$ cat src/rtl/scroll_text_overlay.sv
// ---------------------------------------------------------------------------
// scroll_text_overlay : vertically scrolling text block overlaid on video
// Rev 1.0
// ---------------------------------------------------------------------------
`default_nettype none

module scroll_text_overlay #(
  parameter int TEXT_COLS       = 16,
  parameter int TEXT_ROWS       = 16,
  parameter int X0              = 448,
  parameter int START_Y         = 768,
  parameter int STEP_PX         = 1,
  parameter int FRAMES_PER_STEP = 1,
  parameter int LOOP            = 0,
  parameter int RW              = $clog2(TEXT_ROWS),
  parameter int CW              = $clog2(TEXT_COLS)
) (
  input  logic                 clk,
  input  logic                 rst,
  input  logic                 enable,
  input  logic                 mouse_left,
  input  logic [10:0]          vcount_in,
  input  logic [10:0]          hcount_in,
  input  logic                 vsync_in,
  input  logic                 vblnk_in,
  input  logic                 hsync_in,
  input  logic                 hblnk_in,
  input  logic [11:0]          rgb_in,
  input  logic [11:0]          fg_color,
  output logic [RW+CW-1:0]     char_xy,
  output logic [3:0]           char_line,
  input  logic [7:0]           char_pixels,
  output logic [10:0]          vcount_out,
  output logic [10:0]          hcount_out,
  output logic                 vsync_out,
  output logic                 vblnk_out,
  output logic                 hsync_out,
  output logic                 hblnk_out,
  output logic [11:0]          rgb_out,
  output logic                 done,
  output logic                 wrapped
);

  localparam logic [1:0] S_IDLE   = 2'd0;
  localparam logic [1:0] S_SCROLL = 2'd1;
  localparam logic [1:0] S_PAUSE  = 2'd2;
  localparam logic [1:0] S_DONE   = 2'd3;

  localparam logic signed [11:0] START_Y_S = 12'(START_Y);
  localparam logic signed [11:0] END_Y     = 12'(-(TEXT_ROWS * 16));
  localparam logic signed [11:0] STEP_S    = 12'(STEP_PX);
  localparam logic signed [11:0] X0_S      = 12'(X0);
  localparam logic signed [11:0] ROWS_PX   = 12'(TEXT_ROWS * 16);
  localparam logic signed [11:0] COLS_PX   = 12'(TEXT_COLS * 8);
  localparam logic [7:0]         DIV_LAST  = 8'(FRAMES_PER_STEP - 1);
  localparam bit                 LOOP_EN   = (LOOP != 0);

  logic [1:0]         state;
  logic [1:0]         next_state;
  logic signed [11:0] ypos;
  logic [7:0]         div_cnt;
  logic               vblnk_prev;
  logic               mouse_prev;
  logic               tick;
  logic               rise;
  logic               div_wrap;
  logic               step;
  logic               end_hit;
  logic               active;
  logic signed [11:0] y_stepped;

  assign tick      = vblnk_in & ~vblnk_prev;
  assign rise      = mouse_left & ~mouse_prev;
  assign div_wrap  = tick && (div_cnt == DIV_LAST);
  assign step      = (state == S_SCROLL) && div_wrap;
  assign y_stepped = ypos - STEP_S;
  assign end_hit   = step && (y_stepped <= END_Y);

  always_ff @(posedge clk) begin
    if (rst) begin
      state      <= S_IDLE;
      vblnk_prev <= 1'b0;
      mouse_prev <= 1'b0;
    end else begin
      state      <= next_state;
      vblnk_prev <= vblnk_in;
      mouse_prev <= mouse_left;
    end
  end

  // A step and a pause request in one cycle: the step is still applied below.
  always_comb begin
    next_state = state;
    if (!enable) begin
      next_state = S_IDLE;
    end else begin
      case (state)
        S_IDLE:   if (tick) next_state = S_SCROLL;
        S_SCROLL: begin
          if (end_hit && !LOOP_EN) next_state = S_DONE;
          else if (rise)           next_state = S_PAUSE;
        end
        S_PAUSE:  if (rise) next_state = S_SCROLL;
        default:  next_state = S_DONE;
      endcase
    end
  end

  always_comb begin
    done   = (state == S_DONE);
    active = (state != S_IDLE);
  end

  always_ff @(posedge clk) begin
    if (rst || !enable) begin
      ypos    <= START_Y_S;
      div_cnt <= 8'd0;
      wrapped <= 1'b0;
    end else begin
      wrapped <= 1'b0;
      case (state)
        S_IDLE: begin
          div_cnt <= 8'd0;
          ypos    <= START_Y_S;
        end
        S_SCROLL: begin
          if (tick) div_cnt <= div_wrap ? 8'd0 : div_cnt + 8'd1;
          if (step) begin
            if (end_hit && LOOP_EN) begin
              ypos    <= START_Y_S;
              wrapped <= 1'b1;
            end else begin
              ypos <= y_stepped;
            end
          end
        end
        default: ;
      endcase
    end
  end

  logic signed [11:0] ry;
  logic signed [11:0] rx;
  logic               in_win;

  assign ry     = $signed({1'b0, vcount_in}) - ypos;
  assign rx     = $signed({1'b0, hcount_in}) - X0_S;
  assign in_win = active && !ry[11] && (ry < ROWS_PX) && !rx[11] && (rx < COLS_PX);

  always_comb begin
    char_xy   = '0;
    char_line = 4'd0;
    if (in_win) begin
      char_xy   = {ry[RW+3:4], rx[CW+2:3]};
      char_line = ry[3:0];
    end
  end

  logic [10:0] vcount_d1;
  logic [10:0] hcount_d1;
  logic        vsync_d1;
  logic        vblnk_d1;
  logic        hsync_d1;
  logic        hblnk_d1;
  logic [11:0] rgb_d1;
  logic        win_d1;
  logic [2:0]  rx_d1;

  always_ff @(posedge clk) begin
    if (rst) begin
      vcount_d1  <= 11'd0;
      hcount_d1  <= 11'd0;
      vsync_d1   <= 1'b0;
      vblnk_d1   <= 1'b0;
      hsync_d1   <= 1'b0;
      hblnk_d1   <= 1'b0;
      rgb_d1     <= 12'h000;
      win_d1     <= 1'b0;
      rx_d1      <= 3'd0;
      vcount_out <= 11'd0;
      hcount_out <= 11'd0;
      vsync_out  <= 1'b0;
      vblnk_out  <= 1'b0;
      hsync_out  <= 1'b0;
      hblnk_out  <= 1'b0;
      rgb_out    <= 12'h000;
    end else begin
      vcount_d1  <= vcount_in;
      hcount_d1  <= hcount_in;
      vsync_d1   <= vsync_in;
      vblnk_d1   <= vblnk_in;
      hsync_d1   <= hsync_in;
      hblnk_d1   <= hblnk_in;
      rgb_d1     <= rgb_in;
      win_d1     <= in_win;
      rx_d1      <= rx[2:0];
      vcount_out <= vcount_d1;
      hcount_out <= hcount_d1;
      vsync_out  <= vsync_d1;
      vblnk_out  <= vblnk_d1;
      hsync_out  <= hsync_d1;
      hblnk_out  <= hblnk_d1;
      // Font row arrives one cycle after the address, aligned with stage 2.
      if (vblnk_d1 || hblnk_d1)                  rgb_out <= 12'h000;
      else if (win_d1 && char_pixels[3'd7 - rx_d1]) rgb_out <= fg_color;
      else                                       rgb_out <= rgb_d1;
    end
  end

endmodule

`default_nettype wire
$ cat config.mk
export PLATFORM = sky130hd
export DESIGN_NAME = scroll_text_overlay
export DESIGN_NICKNAME = d
export VERILOG_FILES = /design/src/rtl/scroll_text_overlay.sv
export SDC_FILE = /design/constraint.sdc
export NUM_CORES = 1
export LEC_CHECK = 0
export CORE_ASPECT_RATIO = 1.2
export CORE_UTILIZATION = 60
export DETAILED_ROUTE_END_ITERATION = 12
export DONT_BUFFER_PORTS = 1
export MAX_ROUTING_LAYER = met4
export PLACE_DENSITY = 0.84
export SYNTH_ARGS = -nofsm -noshare
export SYNTH_HDL_FRONTEND = slang
export SYNTH_SLANG_ARGS = --single-unit
$ cat constraint.sdc
create_clock -name clk -period 3.3 [get_ports clk]
set_clock_uncertainty 0.2 [all_clocks]
set_input_delay 0.33 -clock clk [delete_from_list [all_inputs] [get_ports clk]]
set_output_delay 0.33 -clock clk [all_outputs]
set_load 0.02 [all_outputs]
Word level (Yosys, flattened, before mapping)
Cells that the tools add are included.
{ "totals": {"register_bits": 103, "input_bits": 62, "out_inout_bits": 52, "wordCells": 79} }
{ "op_classes": {"addsub": 5, "order_cmp": 4, "eq_ne": 8, "n_mux": 15, "bitwise": 5, "n_reduce_logical": 22} }
{ "op_table": {"columns": ["op", "n"], "rows": [
  ["two-way mux 12 bit", 2],
  ["two-way mux 8 bit", 3],
  ["one-hot mux 12 bit (2 select lines)", 1],
  ["one-hot mux 8 bit (2 select lines)", 1],
  ["<= comparator 12 x 9 -> 1 bit, second input constant", 1],
  ["less-than comparator 12 x 10 -> 1 bit, second input constant", 1],
  ["less-than comparator 12 x 9 -> 1 bit, second input constant", 1],
  ["subtractor 11 x 9 -> 12 bit, second input constant", 1],
  ["subtractor 12 bit", 1],
  ["subtractor 12 x 2 -> 12 bit, second input constant", 1],
  ["adder 8 x 1 -> 8 bit, second input constant", 1],
  ["logical AND 1 bit", 8],
  ["logical NOT 8 bit", 1],
  ["two-way mux 2 bit", 4],
  ["inequality test 2 bit, second input constant", 4],
  ["one-hot mux 2 bit (3 select lines)", 1],
  ["equality test 2 bit, second input constant", 2],
  ["less-than comparator 3 x 4 -> 1 bit, second input constant", 1],
  ["two-way mux 4 bit", 1],
  ["AND reduction 2 bit", 2],
  ["nonzero test 2 bit", 2],
  ["OR reduction 2 bit", 2],
  ["binary-select mux 1 bit (select 3 bit)", 1],
  ["logical NOT 1 bit", 3],
  ["9 further kinds", 13]
]} }

Depth between registers and ports, before layout
Gate-level depths: netlist of the first run.
{ "logic_depth": {"ltp_word": 7, "ltp_mapped": 10, "depth_no_buf": 9} }

Least setup slack after synthesis of the first run
No wires, ideal clock.
{ "synth_path": {"kind": "reg-to-output", "start": "register ypos[9]", "end": "output char_line[2]", "arrival_time_ps": 2726, "setup_slack_ps": 44, "stages_incl_launch_ff": 10, "path_buffers": 2, "path_cell_list": "dfxtp_1 -> clkbuf_1 -> inv_1 -> ha_1 -> a21oi_1 -> nand2_1 -> a2111oi_0 -> o311ai_2 -> buf_2 -> nor4_1"} }
{ "synth_via": {"elab_chain_cells": 7, "elab_cells_between_ends": 8, "classes_between": "1 x add/sub; 1 x order compare; 1 x mux; 5 x reduce/logical"} }
{ "synth_rtl": {"columns": ["item", "line_no", "source"], "rows": [
  ["from (decl)", "60", "logic signed [11:0] ypos;"],
  ["from (signal assigned)", "133", "ypos <= y_stepped;"],
  ["subtractor 12 bit *", "146", "assign ry = $signed({1'b0, vcount_in}) - ypos;"],
  ["parallel branches: the longest is 2 deep, another holds less-than comparator 12 x 10 -> 1 bit", null, null],
  ["logical AND 1 bit * (3 in a row)", "148", "assign in_win = active && !ry[11] && (ry < ROWS_PX) && !rx[11] && (rx < COLS_PX);"],
  ["two-way mux 4 bit *", "153", "if (in_win) begin"],
  ["to (decl)", "31", "output logic [3:0] char_line,"]
]} }
Every way passes the cells marked *.

Worst setup path in the final report of the first run
{ "layout_path": {"start": "register ypos[0]", "end": "output char_xy[3]"} }
{ "layout_via": {"elab_chain_cells": 7, "elab_cells_between_ends": 8, "classes_between": "1 x add/sub; 1 x order compare; 1 x mux; 5 x reduce/logical"} }
{ "layout_rtl": {"columns": ["item", "line_no", "source"], "rows": [
  ["subtractor 12 bit *", "146", null],
  ["parallel branches: the longest is 2 deep, another holds less-than comparator 12 x 10 -> 1 bit", null, null],
  ["logical AND 1 bit * (3 in a row)", "148", null],
  ["two-way mux 8 bit *", "153", null],
  ["to (decl)", "30", "output logic [RW+CW-1:0] char_xy,"]
]} }
Marked as above.

==> metrics, run 1 <==
Net Sw Frac 30.22%; Most used DFF post-synth dfxtp_1; Worst setup EP type output port; worst-path cell chain ha_4, inv_2, fa_2, a211oi_4, o21bai_2, a31oi_4, mux2i_4, clkbuf_16, nor4_2, buf_4; sequential share of the synthesized area 46.57%; Horiz. Die Dim 79.27 um; total CTS buffers 9; CP Class register to output port; placed insts 534; Initial Utilization 62.35%; Antenna diodes 0; antenna violations before repair 0; sequential cell area 2008 um^2; Flop pwr share 52.8%; Synth Area in XOR/XNOR 2.445%; largest family of logic cells by synthesized area simple AND/OR/NAND/NOR gates; gr usage total 32.69%; leakage 2.264 nW; first-pass GRT wire length 17.75 mm; EDFF count, synth 0; fill cell count roughly 310; dpl cell area 4473 um^2; final wirelength 14.04 mm; Max-Cap Viols 0; Finished Layout Cells 609; Period minus WS final 3.462 ns; chip height 94.73 um; critical path's slowest cell fa_2; die area 7509 um^2; Overflow after GRT 0; Yosys warning count 0; CP required about 2.8 ns; synthesized netlist net count 524; Synth Area in Simple Gates between 20 and 25%; multiplexer area fraction after synthesis 5.617%; Final Hold Fails 0; CTS Root Cell clkbuf_8; Yosys cell types 60; via count slightly below 4000; final-report setup violation count 12; post-synthesis register bit count 100; num rows 33; worst skew pair latency 0.38 ns; P&R area growth vs syn 32.28%; Slew headroom between 50 and 60%; Critical Path Max Stage Delay 0.43 ns; io pins 114; DR pass1 iterations 6; kind of cell adding the most delay to the critical path compound AO/OA/AOI/OAI gates; post-DR wirelength/cell 23.06 um; CTS tree done; post-synthesis instance area 4299 um^2; ANT nets after route 0; Synth Area in Compound Gates 11.70%; design area 5687 um^2; failing checks negative setup slack; pin count of the biggest net entering global routing 68; ranking of synthesized cells by area dfxtp_1, nor2b_1, ha_1, mux2i_1, nor2_1; layout net count 596; area fraction of the dominant cell type after synthesis 46.57%; Clock Power Share 33.7%; r2r setup slk 0.63 ns; Synth Instances 445; peak supply drop roughly 0.58 mV; Multi-input gate area 2485 um^2; RSZ-0062 raised after global routing yes; PwrDens ~430 nW/um^2; run status finished, violations left; Critical Path Start Type register; H-tree depth 3; post-DR vias/cell around 6.4; share of post-route cells with drive strength above 1 18.20%; Setup WS pre-CTS -0.2002 ns; Switch Pwr 0.0007424 W; # DRC 0; fmax 288.9 MHz; leading area contributor after synthesis dfxtp_1; Crit path arrival time between 2 and 3 ns; adder-cell share of the synthesized area around 5%; Final Power approximately 0.0025 W; Slew @ Worst Pin roughly 0.71 ns; # clock sinks 100; cell-internal power 0.001714 W; Post-synth ARST share 0%; Worst-path clk slew 0.12 ns; Max Transition Viols Final 0; Post-DP HPWL roughly 6.6 mm; syn_area_per_cell 9.661 um^2; Final period util 104.9%; Gate power share 13.5%; CP Buf/Inv Count 3; core area 6895 um^2; Port Buffers 0; critical path peak fanout 6; Hold WC Path Type input port to register; Hold WS between 0.08 and 0.09 ns; vias in the first global route 3523; final worst slack -0.1618 ns; Clock Tree Buf Depth 2; GPL Wtd Cong 0.9651; DRT iter0 DRCs 286
## cells by family (layout without fill, tap and decap cells)
family                     Yosys count  after routing
buffers and inverters               39            116
AOI/OAI and AO/OA                   78             78
and+or+nand+nor                    177            177
other                                1              1
xor gates and xnor gates            12             12
muxes                               21             21
adders and majority gates           17             17
DFF                                100            100
## timing repair
item	in CTS	in global routing
endpoints found under the setup margin	12	12
gates resized for setup	16	51
cloned	0	2
hold buffers	52	0
hold endpoints to repair	80	0
pin swaps	3	19
setup buffers	2	3
## cell usage in the layout, fill, tap and decap left out, drive strengths merged, types with 2 or more instances in the layout
cell / synthesis / layout
dfxtp: 100 / 100
nor2b: 67 / 67
dlygate4sd3: 0 / 51
nor2: 36 / 36
buf: 9 / 30
a21oi: 23 / 23
inv: 18 / 21
o21ai: 20 / 20
mux2i: 17 / 17
ha: 16 / 16
nor4: 15 / 15
clkbuf: 12 / 10
nand2: 8 / 8
nand3: 8 / 8
nor3: 6 / 6
and3: 6 / 6
xor2: 6 / 6
xnor2: 6 / 6
or3: 6 / 6
nor4b: 5 / 5
and2: 5 / 5
nand2b: 4 / 4
clkinv: 0 / 4
o21bai: 4 / 4
o21a: 3 / 3
o31a: 3 / 3
nand4: 3 / 3
nor3b: 3 / 3
a211oi: 3 / 3
o31ai: 3 / 3
o211ai: 2 / 2
o211a: 2 / 2
a21o: 2 / 2
mux4: 2 / 2
a31oi: 2 / 2
mux2: 2 / 2
## flip-flops by register name (all words and copies together) (netlist names)
signal	cells
mouse_prev	1
hcount_out	11
hblnk_d1	1
hblnk_out	1
vsync_d1	1
hsync_out	1
div_cnt	8
state	2
vsync_out	1
vcount_d1	11
rgb_d1	12
ypos	12
win_d1	1
vcount_out	11
vblnk_d1	1
hcount_d1	11
rgb_out	12
hsync_d1	1
vblnk_out	1
## Yosys cell counts, drive strengths merged, types with 3 or more instances
cell type and number:
dfxtp 100, nor2b 67, nor2 36, a21oi 23
o21ai 20, inv 18, mux2i 17, ha 16
nor4 15, clkbuf 12, buf 9, nand2 8
nand3 8, and3 6, nor3 6, or3 6
xnor2 6, xor2 6, and2 5, nor4b 5
nand2b 4, o21bai 4, a211oi 3, nand4 3
nor3b 3, o21a 3, o31a 3, o31ai 3
## path summary, 6_finish.rpt
kind / cells past startpoint / start / endpoint
max: 10 / ypos[0]$_SDFFE_PP0P_ / char_xy[3]
min: 2 / enable / ypos[9]$_SDFFE_PP1P_
max reg2reg: 9 / ypos[0]$_SDFFE_PP0P_ / win_d1$_SDFF_PP0_
min reg2reg: 1 / vcount_d1[8]$_SDFF_PP0_ / vcount_out[8]$_SDFF_PP0_
## area by class of cell
| class | count | area share (%) |
|---|---|---|
| well taps | 87 | 1.914 |
| flip-flops and latches | 100 | 35.31 |
| clock inverters | 7 | 1.606 |
| inverters | 18 | 1.188 |
| repair buffers | 82 | 14.10 |
| multi-input cells | 306 | 43.70 |
| clock buffers | 9 | 2.178 |
## power groups by stage
stage	clock network (W)	logic, W	registers [W]
floorplan	0	0.000145	0.00131
global placement	0	0.000157	0.00132
detailed placement	0	0.000162	0.00132
CTS	0.000808	0.000245	0.00129
global route	0.000886	0.000346	0.00130
finish	0.000828	0.000332	0.00130
## metal layers
| metal | global-route usage (%) | routed length [um] |
|---|---|---|
| met1 | 34.04 | 5038 |
| met2 | 57.61 | 6897 |
| met3 | 7.343 | 1271 |
| met4 | 16.52 | 836 |
| met5 | - | 0 |
## metrics by stage
stage	TNS (ns)	util, %
3_3_place_gp	-0.8616	64.87
6_report	-1.594	82.47
3_5_place_dp	-2.050	64.87
4_1_cts	0	77.39
2_1_floorplan	0	-
5_1_grt	-2.231	82.47
No activity file was read; power rests on OpenSTA's default activity.
==> run 2, diff against run 1 <==
--- a/config.mk
+++ b/config.mk
@@ -5,10 +5,11 @@
 export SDC_FILE = /design/constraint.sdc
 export NUM_CORES = 1
 export LEC_CHECK = 0
-export CORE_ASPECT_RATIO = 1.2
 export CORE_UTILIZATION = 60
+export CTS_BUF_LIST = sky130_fd_sc_hd__clkbuf_8
 export DETAILED_ROUTE_END_ITERATION = 12
 export DONT_BUFFER_PORTS = 1
+export HOLD_SLACK_MARGIN = 0.1
 export MAX_ROUTING_LAYER = met4
 export PLACE_DENSITY = 0.84
 export SYNTH_ARGS = -nofsm -noshare
==> run 2 against run 1 <==
Against the previous run: the flow still finishes with violations (negative setup slack); largest power group unchanged; non-clock buffer count rose by 4; fmax fell by 7.2%; power fell by 0.24%; first-iteration DRC count rose by 38%; cell count rose by 2.3%; via count rose by 1.5%.
==> metrics, run 2 (synthesis gave the netlist of run 1 again) <==
run status finished, violations left; failing checks negative setup slack; hold path depth 4; antenna violations before repair 1; post-DR vias/cell 6.302; layout net count 600; first-pass GRT wire length between 15 and 20 mm; ANT nets after route 0; gr usage total 32.66%; most frequent cells in the layout dfxtp_1, nor2b_1, dlygate4sd3_1, nor2_1; WHS Endpoint state[0]$_SDFFE_PP0P_; post-DR wirelength/cell 22.74 um; critical path peak fanout 6; Overflow after GRT 0; peak supply drop between 0.3 and 0.4 mV; Top Registers rgb_d1 (12), rgb_out (12), ypos (12); Post-DP HPWL 6.624 mm; Worst setup EP type output port; Core Util, Final 82.02%; # DRC 0; Slew headroom 50.72%; Slew @ Worst Pin ~0.74 ns; # clock sinks 100; Hold WS 0.1877 ns; Max-Cap Viols 0; CTS Root Cell clkbuf_8; P&R area growth vs syn 31.05%; DR pass1 iterations 5; DRT iter0 DRCs 396; Port Buffers 0; Initial Utilization ~63%; chip height 86.65 um; CP required 2.77 ns; via count 3926; Worst-path clk slew ~0.11 ns; io pins 114; Clock Tree Buf Depth 2; reg2reg path depth 9; leakage about 2.3 nW; GPL Wtd Cong a little under 0.9; die area 7507 um^2; total CTS buffers 9; H-tree depth 3; RSZ-0062 raised after global routing yes; final wirelength 14.16 mm; commonest non-fill, non-tap cell in the layout dfxtp_1; final worst slack -0.4289 ns; worst r2r src ypos[2]$_SDFFE_PP0P_; Crit path arrival time 3.20 ns; Final period util 113.0%; num rows 30; PwrDens 435.0 nW/um^2; Max Transition Viols Final 0; vias in the first global route 3541; Hold WC Path Type input port to register; Horiz. Die Dim 86.65 um; pin count of the biggest net entering global routing 68; CTS tree done; Final Hold Fails 0; CP Class register to output port; core area 6869 um^2; share of post-route cells with drive strength above 1 between 15 and 20%; r2r setup slk 0.34 ns; final-report setup violation count 12; Reg-to-Reg End win_d1$_SDFF_PP0_; worst skew pair latency 0.38 ns; Period minus WS final 3.729 ns; Critical Path Start Type register; fmax 268.2 MHz; worst min-delay path startpoint vblnk_in
[run 2: layout make-up]
cell class	instances	area (um^2)
flip-flops and latches	100	2011
clock buffers	9	123.9
diodes	1	2.502
inverters	18	67.56
repair buffers	86	855.8
well taps	96	120.1
clock inverters	7	91.34
multi-input cells	306	2362
fillers	342	1235
[run 2: timing repair]
action / in CTS / in global routing
setup buffers: 3 / 3
pin swaps: 2 / 15
endpoints found under the hold margin: 84 / 0
endpoints found under the setup margin: 12 / 12
resized for setup: 9 / 43
hold buffers: 57 / 0
gates cloned: 0 / 2
[run 2: layer usage]
layer	GRT usage [%]	part of all wire, %
met1	34.36	35
met2	55.56	50
met3	8.762	9.4
met4	18.33	5.7
met5	-	0
[run 2: report_power, final]
part	switching, W	total (W)	internal (W)
logic	0.000170	0.000318	0.000149
clock network	0.000526	0.000837	0.000311
registers	0.0000447	0.00130	0.00125
total	0.000740	0.00245	0.00171
[run 2: metrics by stage]
stage	std cells	worst slack [ns]	power [W]	instance area [um^2]	TNS, ns
after floorplan	445	0.04402	0.001456	4299	0
after global placement	541	-0.06786	0.001472	4469	-0.6035
after detailed placement	541	-0.1625	0.001481	4469	-1.686
after CTS	617	0.001515	0.002349	5364	0
after global routing	623	-0.3725	0.002521	5634	-3.877
final	623	-0.4289	0.002451	5634	-4.503
[run 2: worst max path at each step]
stage | slack (ns) | startpoint | to | cells after the start
global placement | -0.07 | vcount_in[0] | char_line[2] | 10
global route | -0.37 | ypos[2]$_SDFFE_PP0P_ | char_line[3] | 10
finish | -0.43 | ypos[2]$_SDFFE_PP0P_ | char_xy[3] | 10
CTS | 0.002 | ypos[0]$_SDFFE_PP0P_ | char_line[3] | 10
detailed placement | -0.16 | vcount_in[0] | char_line[2] | 10
floorplan | 0.04 | ypos[9]$_SDFFE_PP1P_ | char_line[2] | 9
[run 2: critical path: stages, from the launching register on]
cell	delay, ns
dfxtp_1	0.35
inv_1	0.08
ha_1	0.35
buf_4	0.19
o21a_1	0.21
o31a_1	0.16
nor4_1	0.50
o32ai_2	0.23
clkbuf_4	0.23
nor4_1	0.31
buf_4	0.21
